`src/rtl/led_matrix_pkg.sv`:
```
// Shared types, state encodings and frame-indexing helpers for the LED matrix scroller.
package led_matrix_pkg;

  localparam int MTX_DIM = 8;

  typedef logic [2:0] state_t;

  localparam state_t ST_IDLE  = 3'd0;
  localparam state_t ST_FETCH = 3'd1;
  localparam state_t ST_SHIFT = 3'd2;
  localparam state_t ST_FLUSH = 3'd3;
  localparam state_t ST_FIN   = 3'd4;

  function automatic int mtx_idx(input int row, input int col);
    return row * MTX_DIM + col;
  endfunction

  // Every row moves one column left; new_col[r] enters at the rightmost column of row r.
  function automatic logic [63:0] shift_left(input logic [63:0] frm, input logic [7:0] new_col);
    logic [63:0] res;
    res = '0;
    for (int r = 0; r < MTX_DIM; r++) begin
      for (int c = 0; c < MTX_DIM - 1; c++) begin
        res[mtx_idx(r, c)] = frm[mtx_idx(r, c + 1)];
      end
      res[mtx_idx(r, MTX_DIM - 1)] = new_col[r];
    end
    return res;
  endfunction

endpackage

```
`src/rtl/led_matrix_step_tick.sv`:
```
// Scroll-step counter: tick_o pulses on the last cycle of each step while enabled; held while
// disabled, cleared by clr_i. Optional speed_i (LED_MATRIX_SCROLL_SPEED_EN) is latched only at a wrap.
module led_matrix_step_tick #(
  parameter int STEP_DIV = 2_500_000
) (
  input  logic       clk_i,
  input  logic       rst_i,
  input  logic       clr_i,
  input  logic       en_i,
`ifdef LED_MATRIX_SCROLL_SPEED_EN
  input  logic [1:0] speed_i,
`endif
  output logic       tick_o
);

  localparam int CNT_W = $clog2(STEP_DIV + 1);

  logic [CNT_W-1:0] cnt_q, cnt_d;
  logic [CNT_W-1:0] lim_q, lim_d;
  logic [CNT_W-1:0] lim_nxt;

  always_comb begin
`ifdef LED_MATRIX_SCROLL_SPEED_EN
    lim_nxt = CNT_W'(STEP_DIV >> speed_i);
    if (lim_nxt < CNT_W'(2)) lim_nxt = CNT_W'(2);
`else
    lim_nxt = CNT_W'(STEP_DIV);
`endif
  end

  assign tick_o = en_i && (cnt_q == lim_q - CNT_W'(1));

  // The divisor only changes at a step boundary so a step in progress is never shortened.
  always_comb begin
    cnt_d = cnt_q;
    lim_d = lim_q;
    if (clr_i) begin
      cnt_d = '0;
      lim_d = lim_nxt;
    end else if (en_i) begin
      if (tick_o) begin
        cnt_d = '0;
        lim_d = lim_nxt;
      end else begin
        cnt_d = cnt_q + CNT_W'(1);
      end
    end
  end

  always_ff @(posedge clk_i or negedge rst_i) begin
    if (!rst_i) begin
      cnt_q <= '0;
      lim_q <= CNT_W'(STEP_DIV);
    end else begin
      cnt_q <= cnt_d;
      lim_q <= lim_d;
    end
  end

endmodule

```
`src/rtl/led_matrix_scroller.sv`:
```
// Scrolls a buffered message left across an 8x8 matrix, one glyph column per step tick.
// Writes accepted only in IDLE with space; optional speed_i input under LED_MATRIX_SCROLL_SPEED_EN.
module led_matrix_scroller
  import led_matrix_pkg::*;
#(
  parameter int MSG_DEPTH = 16,
  parameter int STEP_DIV  = 2_500_000,
  parameter int CHAR_W    = 6
) (
  input  logic        clk_i,
  input  logic        rst_i,
  input  logic        wr_valid_i,
  input  logic [7:0]  wr_code_i,
  output logic        wr_ready_o,
  input  logic        msg_clr_i,
  input  logic        start_i,
  input  logic        stop_i,
  input  logic        loop_i,
`ifdef LED_MATRIX_SCROLL_SPEED_EN
  input  logic [1:0]  speed_i,
`endif
  output logic [7:0]  char_code_o,
  input  logic [63:0] glyph_i,
  output logic [63:0] frame_o,
  output logic        busy_o,
  output logic        done_o
);

  localparam int AW = (MSG_DEPTH > 1) ? $clog2(MSG_DEPTH) : 1;
  localparam int CW = $clog2(MSG_DEPTH) + 1;

  state_t          state_q, state_d;
  logic [7:0]      buf_q [MSG_DEPTH];
  logic [CW-1:0]   count_q, count_d;
  logic [AW-1:0]   rd_ptr_q, rd_ptr_d;
  logic [2:0]      col_idx_q, col_idx_d;
  logic [2:0]      flush_cnt_q, flush_cnt_d;
  logic [63:0]     frame_q, frame_d;
  logic [7:0]      char_code_q, char_code_d;
  logic            done_q, done_d;
  logic            tick, wr_fire, last_char, last_col;
  logic [MTX_DIM-1:0] glyph_col;

  led_matrix_step_tick #(.STEP_DIV(STEP_DIV)) u_step_tick (
    .clk_i   (clk_i),
    .rst_i   (rst_i),
    .clr_i   (state_q == ST_IDLE),
    .en_i    ((state_q == ST_SHIFT) || (state_q == ST_FLUSH)),
`ifdef LED_MATRIX_SCROLL_SPEED_EN
    .speed_i (speed_i),
`endif
    .tick_o  (tick)
  );

  assign wr_ready_o  = (state_q == ST_IDLE) && (count_q < CW'(MSG_DEPTH));
  assign wr_fire     = wr_valid_i && wr_ready_o && !msg_clr_i;
  assign last_char   = (CW'(rd_ptr_q) + CW'(1)) == count_q;
  assign last_col    = col_idx_q == 3'(CHAR_W - 1);
  assign char_code_o = char_code_q;
  assign frame_o     = frame_q;
  assign busy_o      = state_q != ST_IDLE;
  assign done_o      = done_q;

  always_comb begin
    glyph_col = '0;
    for (int r = 0; r < MTX_DIM; r++) begin
      glyph_col[r] = glyph_i[mtx_idx(r, int'(col_idx_q))];
    end
  end

  always_comb begin
    state_d     = state_q;
    count_d     = count_q;
    rd_ptr_d    = rd_ptr_q;
    col_idx_d   = col_idx_q;
    flush_cnt_d = flush_cnt_q;
    frame_d     = frame_q;
    char_code_d = char_code_q;
    done_d      = 1'b0;
    case (state_q)
      ST_IDLE: begin
        if (msg_clr_i) begin
          count_d = '0;
        end else begin
          if (wr_fire) count_d = count_q + CW'(1);
          if (start_i && (count_q != '0)) begin
            state_d   = ST_FETCH;
            rd_ptr_d  = '0;
            col_idx_d = '0;
          end
        end
      end
      ST_FETCH: begin
        char_code_d = buf_q[rd_ptr_q];
        state_d     = ST_SHIFT;
      end
      ST_SHIFT: begin
        if (tick) begin
          frame_d = shift_left(frame_q, glyph_col);
          if (last_col) begin
            col_idx_d   = '0;
            rd_ptr_d    = rd_ptr_q + AW'(1);
            flush_cnt_d = '0;
            state_d     = last_char ? ST_FLUSH : ST_FETCH;
          end else begin
            col_idx_d = col_idx_q + 3'd1;
          end
        end
      end
      ST_FLUSH: begin
        if (tick) begin
          frame_d     = shift_left(frame_q, 8'h00);
          flush_cnt_d = flush_cnt_q + 3'd1;
          if (flush_cnt_q == 3'd7) begin
            if (loop_i) begin
              state_d  = ST_FETCH;
              rd_ptr_d = '0;
            end else begin
              state_d = ST_FIN;
            end
          end
        end
      end
      ST_FIN: begin
        done_d  = 1'b1;
        state_d = ST_IDLE;
      end
      default: state_d = ST_IDLE;
    endcase
    // Abort wins over any tick landing in the same cycle.
    if (stop_i && (state_q != ST_IDLE)) begin
      state_d = ST_IDLE;
      frame_d = '0;
      done_d  = 1'b0;
    end
  end

  always_ff @(posedge clk_i) begin
    if (wr_fire) buf_q[count_q[AW-1:0]] <= wr_code_i;
  end

  always_ff @(posedge clk_i or negedge rst_i) begin
    if (!rst_i) begin
      state_q     <= ST_IDLE;
      count_q     <= '0;
      rd_ptr_q    <= '0;
      col_idx_q   <= '0;
      flush_cnt_q <= '0;
      frame_q     <= '0;
      char_code_q <= '0;
      done_q      <= 1'b0;
    end else begin
      state_q     <= state_d;
      count_q     <= count_d;
      rd_ptr_q    <= rd_ptr_d;
      col_idx_q   <= col_idx_d;
      flush_cnt_q <= flush_cnt_d;
      frame_q     <= frame_d;
      char_code_q <= char_code_d;
      done_q      <= done_d;
    end
  end

endmodule

```
`config.mk`:
```
export PLATFORM = sky130hd
export DESIGN_NAME = led_matrix_scroller
export DESIGN_NICKNAME = d
export VERILOG_FILES = /design/src/rtl/led_matrix_pkg.sv /design/src/rtl/led_matrix_step_tick.sv /design/src/rtl/led_matrix_scroller.sv
export SDC_FILE = /design/constraint.sdc
export NUM_CORES = 1
export LEC_CHECK = 0
export CAP_MARGIN = 15
export CELL_PAD_IN_SITES_DETAIL_PLACEMENT = 0
export CELL_PAD_IN_SITES_GLOBAL_PLACEMENT = 1
export CORE_MARGIN = 2
export CORE_UTILIZATION = 44
export DETAILED_ROUTE_END_ITERATION = 8
export PLACE_DENSITY_LB_ADDON = 0.05
export SETUP_SLACK_MARGIN = 0.2
export SYNTH_ARGS = -nofsm -noshare
export SYNTH_HDL_FRONTEND = slang
export SYNTH_HIERARCHICAL = 1
export SYNTH_SLANG_ARGS = --single-unit
export TNS_END_PERCENT = 5
```
`constraint.sdc`:
```
create_clock -name clk_i -period 3 [get_ports clk_i]
set_input_delay 0.45 -clock clk_i [delete_from_list [all_inputs] [get_ports clk_i]]
set_output_delay 0.45 -clock clk_i [all_outputs]
set_load 0.01 [all_outputs]
```
Word level (Yosys, flattened, before mapping). Memories as Yosys holds them, arrays and structs flattened. A register that Yosys moved wholly into a read port is not among the register bits. Index checks and enable logic that the tools add are counted.

Memories: 1. Register bits: 127. Memory bits (writable): 128. Output and inout port bits: 75. Word-level logic and storage cells: 146. Input port bits: 79.

$add $sub $neg: 14. Eq/ne operators: 21. $lt $le $gt $ge: 9. Reduce and logical (&&, ||, !) cells: 26. Mux-type cells: 66.

Memory list: buf_q (words 16, width 8, read ports 1, clocked after memory_dff 1, wr ports 1, RTL line led_matrix_scroller.sv:33) `logic [7:0] buf_q [MSG_DEPTH];`.

Operator list (count): 64-bit 2-to-1 mux (3); 22-bit 2-to-1 mux (6); 64-bit one-hot mux with 2 select lines (1); 3-bit 2-to-1 mux (15); 1-bit binary-select mux with 6-bit select (7); 6-bit by 3-bit adder with 7-bit output, first input constant (4); 7-bit less-than comparator, second input constant (4); 4-bit 2-to-1 mux (7); 22-bit by 1-bit adder with 22-bit output, second input constant (1); 22-bit == test (1); 22-bit by 1-bit subtractor with 22-bit output, second input constant (1); 1-bit 2-to-1 mux (19); 6-bit by 7-bit less-than comparator with 1-bit output, second input constant (2); 5-bit by 3-bit adder with 6-bit output, first input constant (2); 2-bit != test, second input constant (6); 3-bit one-hot mux with 2 select lines (2); 3-bit one-hot mux with 4 select lines (1); 4-bit one-hot mux with 3 select lines (1); 5-bit 2-to-1 mux (2); 2-bit nonzero test (5); 3-bit == test, second input constant (3); 3-bit by 2-bit != test with 1-bit output, second input constant (3); 3-bit nonzero test (3); 4-bit AND reduction (2); 25 further kinds (35).

Logic depth before layout (Yosys ltp).
Word-level depth: 7. Gate-level depth with buffers: 12.

Hierarchy. Netlist, hierarchy kept.

Modules (own cells, without submodules): led_matrix_scroller (times used 1, area each 9297.7 µm², sequential area each 6120.9 µm², cells an instance 671); led_matrix_step_tick (times used 1, area each 1271.2 µm², sequential area each 550.5 µm², cells an instance 136).

Least setup slack after synthesis. Ideal clock, no wire load.

Path kind: register to register. Start: register state_q[2]. End: register frame_q[16] (netlist: frame_o[16]). Slack: 426 ps. Library setup time: 78 ps. Required time: 2922 ps. Clock period less this slack: 2574 ps. Cell stages (with the launch flop): 13. Path buffers: 4. Arrival: 2496 ps. Cells stage by stage: dfrtp_1 and2b_1 nor4b_1 nand4_1 or2_1 buf_6 inv_1 and2_1 clkbuf_1 buf_2 buf_2 nand2_1 a21oi_1.

Longest elaborated chain between the ends: 5. Elaborated cells between the ends (all ways): 12. Classes of those cells: eq/ne: 4; mux: 2; reduce/logical: 6.

Ends and longest elaborated chain: start, declared (RTL line led_matrix_scroller.sv:32) `state_t state_q, state_d;`; start signal, assigned (RTL line led_matrix_scroller.sv:153) `state_q <= state_d;`; 3-bit by 2-bit == test with 1-bit output (RTL line led_matrix_scroller.sv:48) `.en_i ((state_q == ST_SHIFT) || (state_q == ST_FLUSH)),`; 1-bit logical OR * (RTL line led_matrix_scroller.sv:48); 1-bit logical AND * (RTL line led_matrix_step_tick.sv:31) `assign tick_o = en_i && (cnt_q == lim_q - CNT_W'(1));`; named net tick (RTL line led_matrix_scroller.sv:41) `logic tick, wr_fire, last_char, last_col;`; 3-bit by 2-bit != test with 1-bit output (no source line); 3-bit AND reduction (no source line) *; end signal, assigned (RTL line led_matrix_scroller.sv:158) `frame_q <= frame_d;`; end, declared (RTL line led_matrix_scroller.sv:38) `logic [63:0] frame_q, frame_d;`.

The timed path passes the listed nets; every way through them passes the cells marked *. A chain may end at the register's enable or synchronous reset.

Worst setup path in the final report.
Start: register state_q[0]. End: output wr_ready_o.

Longest elaborated chain between the ends: 2.

Ends and longest elaborated chain: 3-bit logical NOT (RTL line led_matrix_scroller.sv:55) `assign wr_ready_o = (state_q == ST_IDLE) && (count_q < CW'(MSG_DEPTH));`; 1-bit logical AND (RTL line led_matrix_scroller.sv:55); end, declared (RTL line led_matrix_scroller.sv:14) `output logic wr_ready_o,`.

No other way between the ends.

==> impl_metrics.toml <==
[grt]
grt_usage = 0.203
grt_overflow = 0
antenna_found_initial = 0
grt_max_degree = 48
grt_pass1_vias = 7259
grt_pass1_wl_mm = 41.0

[yosys]
yosysWarnings = 6
synth.distinct_cells = 61
synth_edf_count = 128
ys_async_sr_fraction = 0.469
ys_top_cells_by_area = "edfxtp_1 36%, dfrtp_1 27%, mux4_2 10%"
synthCells = 807
yosys.area.top_type = "edfxtp_1"
synthesis.area_mm2 = 0.0106
synthesis.nets = 894
yosys-top-cells-count = "153 x nand2_1, 128 x edfxtp_1, 113 x dfrtp_1, 67 x a21oi_1, 49 x mux4_2"
yosysMostFrequentCell = "nand2_1"
ys_ff_latch = 241
synth.top_cell.area_share = 0.364
synth_area_per_cell_um2 = 13.1
synth-main-ff-cell = "edfxtp_1"
yosysSeqAreaShare = 0.631

[setup_path]
cp-end-kind = "primary output"
cp_max_fo = 11
reg2reg_to = "rd_ptr_q[1]"
path_cells = "nor3_4, inv_2, nor2_1, clkdlybuf4s50_1"
crit_arrival_ns = 2.13
max_stage_delay_ns = 0.58
r2r_start = "state_q[2]"
crit_required_ns = 2.55
r2r_slack_ns = 0.45
slowest_stage = "clkdlybuf4s50_1"
r2r_cells = 11
crit_type = "reg2out"
startpoint_type = "flop"

[finish]
nets = 1061
syn_to_final_growth_pct = 26.9
drive_gt1_frac = 0.149
fillers = 1962
final_area_mm2 = 0.0134
num_antenna_cells = 0

[routing]
drt_first_pass_iters = 5
routed_wl_mm = 25.6
drt_iter0_markers = 568
post_drt_wl_per_cell_um = 19.5
antenna_left = 0
drcViolationCount = 0
routed_via_density = 5.45
vias = 7152

[job]
max_cap_viol_count = 0

[cts]
cts_sinks = 241
clock_path_buffers = 3
cts_max_level = 1
cts.reportedPaths.clkPinSlew_ns = 0.06
clkLatencyLatePin_ns = 0.55
numCtsBuffers = 26
root_buffer = "clkbuf_16"
cts_tree = "built"

[place]
gp_congestion = 0.811
portBuffers = 153
hpwlAfterDp_mm = 18.2
post_dp_cell_area_mm2 = 0.0125

[floorplan]
die_h_um = 159
num_rows = 56
core_mm2 = 0.0235
dieArea_mm2 = 0.0253
die_x_um = 159
ios = 154
start_util = 0.449

[sta]
relSlewSlack = 0.320
finalClockSkew_ns = 0.0213
post-route-period-util = 0.860
hold_viol_final = 0
fin_crit_ns = 2.58
fmaxAchievable_ghz = 0.388
fin_setup_tns_ns = 0
rsz0062_at_grt = "false"
tightest_slew_ns = 1.02
finalMaxSlewViolations = 0
setup_violations = 0

[pwr]
p_per_area_mw_per_mm2 = 670
peakVddDrop_mv = 0.513
power_mw = 8.98
leakagePower_nw = 4.91

[min_path]
hp-class = "in2async"

[outcome]
status = "complete, no violations"
==> worst max-delay path, delay by kind of cell (launching register included) <==
| kind | cells | cell delay [ns] |
|---|---|---|
| buf+inv | 2 | 0.71 |
| flops | 1 | 0.51 |
| simple gates | 2 | 0.37 |
==> cell usage in the layout, fill, tap and decap left out, types with 8 or more instances in the layout <==
| master | instances |
|---|---|
| o21ai_1 | 16 |
| nand4_1 | 12 |
| nand3_1 | 11 |
| mux2_2 | 8 |
| clkdlybuf4s50_1 | 152 |
| o21ai_0 | 25 |
| a21oi_1 | 67 |
| mux2i_1 | 9 |
| mux4_2 | 49 |
| nor2_1 | 35 |
| edfxtp_1 | 128 |
| nand2_1 | 152 |
| buf_4 | 32 |
| clkbuf_16 | 26 |
| dfrtp_1 | 112 |
| xor2_1 | 10 |
| nor2b_1 | 11 |
| inv_1 | 9 |
| ha_1 | 8 |
==> timing repair <==
action / CTS / global route
hold endpoints to repair: 44 / 0
gates resized for setup: 1 / 4
pin swaps: 1 / 2
setup endpoints to repair: 3 / 74
hold buffers: 1 / 0
buffers inserted: 1 / 0
==> layer usage <==
layer  share of wire  wire length, um  track usage
met1            0.41            10400        0.256
met2            0.52            13300        0.366
met3           0.046             1180       0.0349
met4           0.025              637       0.0521
met5               0                0            0
==> stage by stage <==
step                hold slack [ns]   util  cells  setup slack, ns
floorplan                     0.154      -    807            0.426
global route                  0.521  0.570   1313            0.219
global placement              0.462  0.533   1263            0.292
CTS                           0.500  0.569   1313            0.236
finish                        0.472  0.570   1313            0.421
detailed placement            0.488  0.533   1263            0.142
==> cells by family after synthesis <==
| logic type | share of synthesized area |
|---|---|
| adders and majority gates | 0.00947 |
| DFF | 0.631 |
| AOI/OAI and AO/OA | 0.0753 |
| and+or+nand+nor | 0.125 |
| muxes | 0.121 |
| buffers and inverters | 0.0255 |
| xor gates and xnor gates | 0.0124 |
==> worst max path at each step <==
stage	endpoint	start	depth (start not counted)	slack [ns]
after floorplan	frame_o[16]	state_q[2]	12	0.43
after global placement	rd_ptr_q[3]	state_q[2]	10	0.29
after detailed placement	rd_ptr_q[3]	state_q[2]	10	0.14
after CTS	rd_ptr_q[3]	state_q[2]	10	0.24
after global routing	rd_ptr_q[2]	state_q[2]	10	0.22
final	wr_ready_o	state_q[0]	4	0.42
==> report_power, final <==
| part | internal, mW | switching, mW | total [mW] |
|---|---|---|---|
| logic | 0.983 | 1.04 | 2.02 |
| clock network | 1.80 | 1.28 | 3.08 |
| registers | 3.64 | 0.246 | 3.89 |
| total | 6.42 | 2.56 | 8.98 |
==> state kept, by name (all words and copies together) (netlist names) <==
register / cells
state_q: 3
col_idx_q: 3
rd_ptr_q: 4
frame_o: 64
char_code_o: 8
done_o: 1
buf_q: 128
u_step_tick/cnt_q: 22
flush_cnt_q: 3
count_q: 5
==> cell type report <==
class	count	area (um2)	area share
sequential	241	6670	0.497
clock inverter	15	146	0.0109
timing repair buffer	188	1820	0.136
clock buffer	33	687	0.0512
inverter	11	45.0	0.00336
tap	319	399	0.0298
multi-input combinational	506	3640	0.271
Note: power is estimated with default switching activity, not from simulation.
==> variant 1 (config.mk and constraints unchanged) <==
`STEP_DIV` is set to 2_500_000 in 2 places; all go to 1_250_000.
--- a/src/rtl/led_matrix_step_tick.sv
+++ b/src/rtl/led_matrix_step_tick.sv
@@ -3,3 +3,3 @@
 module led_matrix_step_tick #(
-  parameter int STEP_DIV = 2_500_000
+  parameter int STEP_DIV = 1_250_000
 ) (
--- a/src/rtl/led_matrix_scroller.sv
+++ b/src/rtl/led_matrix_scroller.sv
@@ -6,3 +6,3 @@
   parameter int MSG_DEPTH = 16,
-  parameter int STEP_DIV  = 2_500_000,
+  parameter int STEP_DIV  = 1_250_000,
   parameter int CHAR_W    = 6
Check against the original RTL: no difference found for any inputs over 4 cycles, from zero or initial values and one cycle with rst_i low; that may be too few to reach the edited logic, so the function may still have changed.
==> variant 1 against the unedited design <==
- register-to-register slack better by 100 ps
- critical path depth stayed put
- clock power is 5% lower
- synthesized cell count is 1.4% lower
- first-iteration DRC count is 22% lower
- highest routed layer unchanged
- synthesized area is 0.36% lower
- setup slack better by 29 ps
- largest power group unchanged
- wire length is 0.73% lower
- final area is 1.2% lower
- sequential cell count is 1 lower
- power is 2.9% lower
- core utilization is 0.51 points lower
==> variant 1: results (changes against the unedited design) <==
[grt]
first_global_vias=7186  ; -1.0%
grt_use_met3_pct=3.13  ; -0.36 points
met1_usage_pct=26.0  ; +0.47 points

[synthesis]
synth_commonest_cells=nand2_1, edfxtp_1, dfrtp_1
yosysSeqAreaShare_pct=63.1  ; about the same
async_flop_share_pct=46.7  ; -0.22 points
synth_fp_nets=883  ; -1.2%
ys_types=59  ; -3.3%
yosys-top-cells-area=edfxtp_1, dfrtp_1, mux4_2

[drt]
met2WireLength_um=13300  ; about the same
met3_length_um=890  ; -25%
met1_length_um=10900  ; +4.3%
drt_iter0_markers=442  ; -22%
via_per_inst=5.39  ; -1.1%
post_drt_wl_per_cell_um=19.6  ; +0.65%

[placement]
dp_hpwl_um=17800  ; -2.5%
dp.cells=1249  ; -1.1%
gp_congestion=0.834  ; +2.7%

[setup_path]
rr_endpoint=rd_ptr_q[3]
r2r_slack_ps=550  ; +100 ps
worstPathArrival_ps=2100  ; -30 ps

[status]
status=finished, final reports clean

[worst_hold_path]
hold_path.class=flop to flop

[timing]
worst_slew_pin_slew_ps=971  ; -48.6 ps
finClkSkew_ps=9.80  ; -11.5 ps

[clock_tree]
clk_latency_ps=520  ; -30 ps
cts_setup_buffers=0  ; -1
cts_buffers=25  ; -3.8%

[cells_and_area]
fin_cells=1295  ; -1.4%
final_nets=1045  ; -1.5%

[power_and_ir_drop]
p_leak_nw=4.83  ; -1.6%
ir_drop_v=0.000540  ; +5.3%

variant 1: worst max path at each step:
stage | start | slack (ps) | to | cells past startpoint
CTS | state_q[0] | 430 | wr_ready_o | 4
detailed placement | state_q[2] | 570 | rd_ptr_q[3] | 8
finish | state_q[0] | 450 | wr_ready_o | 4
global placement | u_step_tick/cnt_q[0] | 660 | frame_o[15] | 9
floorplan | state_q[2] | 540 | frame_o[16] | 10
global route | state_q[2] | 260 | rd_ptr_q[2] | 8
variant 1: logic make-up after synthesis:
logic type	synth area share, %
simple gates	12.3
buf+inv	2.70
compound gates	7.45
xor+xnor	1.33
fa+ha+maj	0.950
flops	63.1
mux	12.2
variant 1: stage by stage:
step / hold slack (ps) / power, mW / area [µm²]
final: 477 / 8.73 / 13300
after floorplan: 154 / 5.20 / 10500
after global placement: 461 / 5.86 / 12500
after detailed placement: 469 / 5.90 / 12500
after global routing: 521 / 9.15 / 13300
after CTS: 483 / 8.84 / 13300
variant 1: worst max-delay path: stages, from the launching register on:
cell,delay (ps)
dfrtp_1,510
nor3_4,270
inv_2,140
nor2_1,110
clkdlybuf4s50_1,540
variant 1: where the power goes:
group          switching [mW]  leakage [nW]  internal (mW)
sequential              0.248          2.70           3.63
combinational            1.00          1.76          0.932
clock                    1.22         0.373           1.69
variant 1: layout make-up:
class / instances / area (µm²)
clock buffer: 40 / 702
clock inverter: 5 / 65.1
fill: 1946 / 10200
inverter: 9 / 33.8
multi-input combinational: 498 / 3610
sequential: 240 / 6650
tap: 319 / 399
timing repair buffer: 184 / 1800
variant 1: repair_timing:
action / 4_1_cts / 5_1_grt
hold buffers: 1 / 0
hold endpoints to repair: 48 / 0
resized for setup: 0 / 0
setup endpoints to repair: 0 / 0
==> variant 2 (same flow settings) <==
Made on the original files. Reset style: synchronous (`rst_i`), changed in 2 clocked blocks.
--- a/src/rtl/led_matrix_step_tick.sv
+++ b/src/rtl/led_matrix_step_tick.sv
@@ -49,3 +49,3 @@
 
-  always_ff @(posedge clk_i or negedge rst_i) begin
+  always_ff @(posedge clk_i) begin
     if (!rst_i) begin
--- a/src/rtl/led_matrix_scroller.sv
+++ b/src/rtl/led_matrix_scroller.sv
@@ -141,3 +141,3 @@
 
-  always_ff @(posedge clk_i or negedge rst_i) begin
+  always_ff @(posedge clk_i) begin
     if (!rst_i) begin
Formal check against the unedited RTL: differs if rst_i is asserted again (counterexample within 4 cycles, from zero or initial values and one cycle with rst_i low); with rst_i held inactive, the same outputs for 4 cycles.
==> variant 2 against the unedited design <==
- sequential cell count unchanged
- count of clock-buffer cells in the layout is 1 higher
- wire length is 5.0% lower
- largest cell class unchanged
- maximum frequency decreased by 9.0%
- worst hold slack worse by 20 ps
- setup slack lost 250 ps
- synthesized area decreased by 4.6%
- cell count down 3.6%
- non-clock buffer count decreased by 2
- register-to-register slack got worse by 280 ps
- clock skew is 0.66 ps lower
- final area shrank 4.1%
Power is not compared: it rests on default switching activity, and its combinational part moved more than twofold at a synthesized area within 25%.
==> variant 2: results (changes against the unedited design) <==
[grt]
grt_usage_pct=20.1  ; -0.18 points
grt_max_degree=65  ; +35%
grt_first_pass_wirelength_um=38400  ; -6.3%

[setup_path]
path_max_fanout=7  ; -4
worstPathArrival_ps=3290  ; +1160 ps
rr_worst_depth=9  ; -2
r2r_slack_ps=170  ; -280 ps
endpoint_kind=flop
rr_endpoint=rd_ptr_q[2]
crit_start=u_step_tick/cnt_q[1]

[placement]
port_buffers=153  ; unchanged
dp_hpwl_um=16800  ; -7.8%
place_area_mm2=0.0121  ; -3.8%
gp_congestion=0.851  ; +4.8%

[cells_and_area]
nFillCells=1846  ; -5.9%
final_nets=1053  ; -0.75%
diodes=0  ; unchanged
layout-drive-gt1-share_pct=15.6  ; +0.71 points
largest_register_ffs=128  ; unchanged

[synthesis]
ys_types=63  ; +3.3%
synth_fp_nets=889  ; -0.56%
synth_warnings=6  ; unchanged
synth_commonest_cells=nand2_1, edfxtp_1, dfxtp_1
yosys-top-cells-area=edfxtp_1, dfxtp_1, mux4_2
async_flop_share_pct=0  ; -47 points
yosysSeqAreaShare_pct=60.5  ; -2.6 points
synth_edf_count=128  ; unchanged
synth_flop_cell=edfxtp_1

[drt]
vias=6927  ; -3.1%
drc=0  ; unchanged
first_pass_iters=5  ; unchanged
drt_iter0_markers=494  ; -13%
routed_wl_um=24300  ; -5.0%

[clock_tree]
cts_root_buf=clkbuf_16
clk_latency_ps=540
cts.path.max_buffers=3  ; unchanged
clkTransAtPathRegs_ps=60  ; about the same
cts_setup_buffers=0  ; -1
cts_buffers=26  ; unchanged

[timing]
finalSetupViolCount=0  ; unchanged
worst_slew_pin_slew_ps=831  ; -188 ps
finClkSkew_ps=20.7  ; -0.660 ps

[power_and_ir_drop]
p_leak_nw=4.15

[worst_hold_path]
hold_path.class=flop to flop
hp-start=frame_o[24]

[status]
status=finished, final reports clean

## variant 2: changes by cell type in the layout (fill, tap and decap cells not counted), moves of 6 or more
| cell | change |
|---|---|
| dfrtp_1 | -112 |
| dfxtp_1 | +111 |
| a22oi_1 | +20 |
| o21ai_1 | -16 |
| nor2_1 | +12 |
| nor4_1 | +8 |
| o21ai_0 | -8 |
| xnor2_1 | +8 |
| a21o_1 | +7 |
| a21oi_1 | -6 |
## variant 2: worst min-delay path by stage
stage | endpoint | slack, ps | cells after the start
CTS | frame_o[24] | 450 | 2
global placement | frame_o[32] | 440 | 2
finish | frame_o[24] | 450 | 2
detailed placement | frame_o[24] | 450 | 2
floorplan | flush_cnt_q[1] | 450 | 1
global route | frame_o[24] | 480 | 2
## variant 2: logic make-up after synthesis
kind of cell	synth area share, %
flops	60.5
compound gates	8.75
xor+xnor	1.74
simple gates	13.4
mux	12.1
fa+ha+maj	0.992
buf+inv	2.48
## variant 2: through the flow
stage,setup slack [ps],instances,hold slack (ps),utilization [%],power [mW]
floorplan,214,802,453,-,3.87
global placement,311,1223,442,53.5,4.10
detailed placement,205,1223,445,53.5,4.12
CTS,212,1266,454,56.9,7.07
global route,85.3,1266,485,57.0,7.24
finish,166,1266,451,57.0,6.99
## variant 2: timing repair
action,in CTS,in global routing
hold buffers,0,0
pin swaps,0,1
setup endpoints to repair,2,11
resized for setup,1,1
## variant 2: cell type report
cell class,instances,area [µm²],area share [%]
Clock buffer,34,691,5.37
Tap cell,285,357,2.77
Timing Repair Buffer,186,1800,14.0
Inverter,8,30.0,0.234
Multi-Input combinational cell,503,3770,29.4
Clock inverter,9,95.1,0.739
Sequential cell,241,6110,47.5
## variant 2: per-layer routing
| metal | GRT usage, % | share of wire (%) | vias to the layer above |
|---|---|---|---|
| met5 | 0 | 0 | - |
| met3 | 2.79 | 4.5 | 42 |
| met2 | 35.0 | 51 | 170 |
| li1 | - | - | 3288 |
| met1 | 26.7 | 42 | 3427 |
| met4 | 5.29 | 2.2 | 0 |
## variant 2: report_power, final
group | switching [mW] | internal, mW
registers | 0.0247 | 3.50
logic | 0.270 | 0.249
clock network | 1.24 | 1.70
## variant 2: worst max-delay path: stages, from the launching register on
cell	delay [ps]
dfxtp_1	410
ha_2	260
nand4_4	120
or4_4	600
nor2_4	220
nand2_1	150
a32oi_2	230
nand2_2	150
or4_1	500
o211ai_1	110
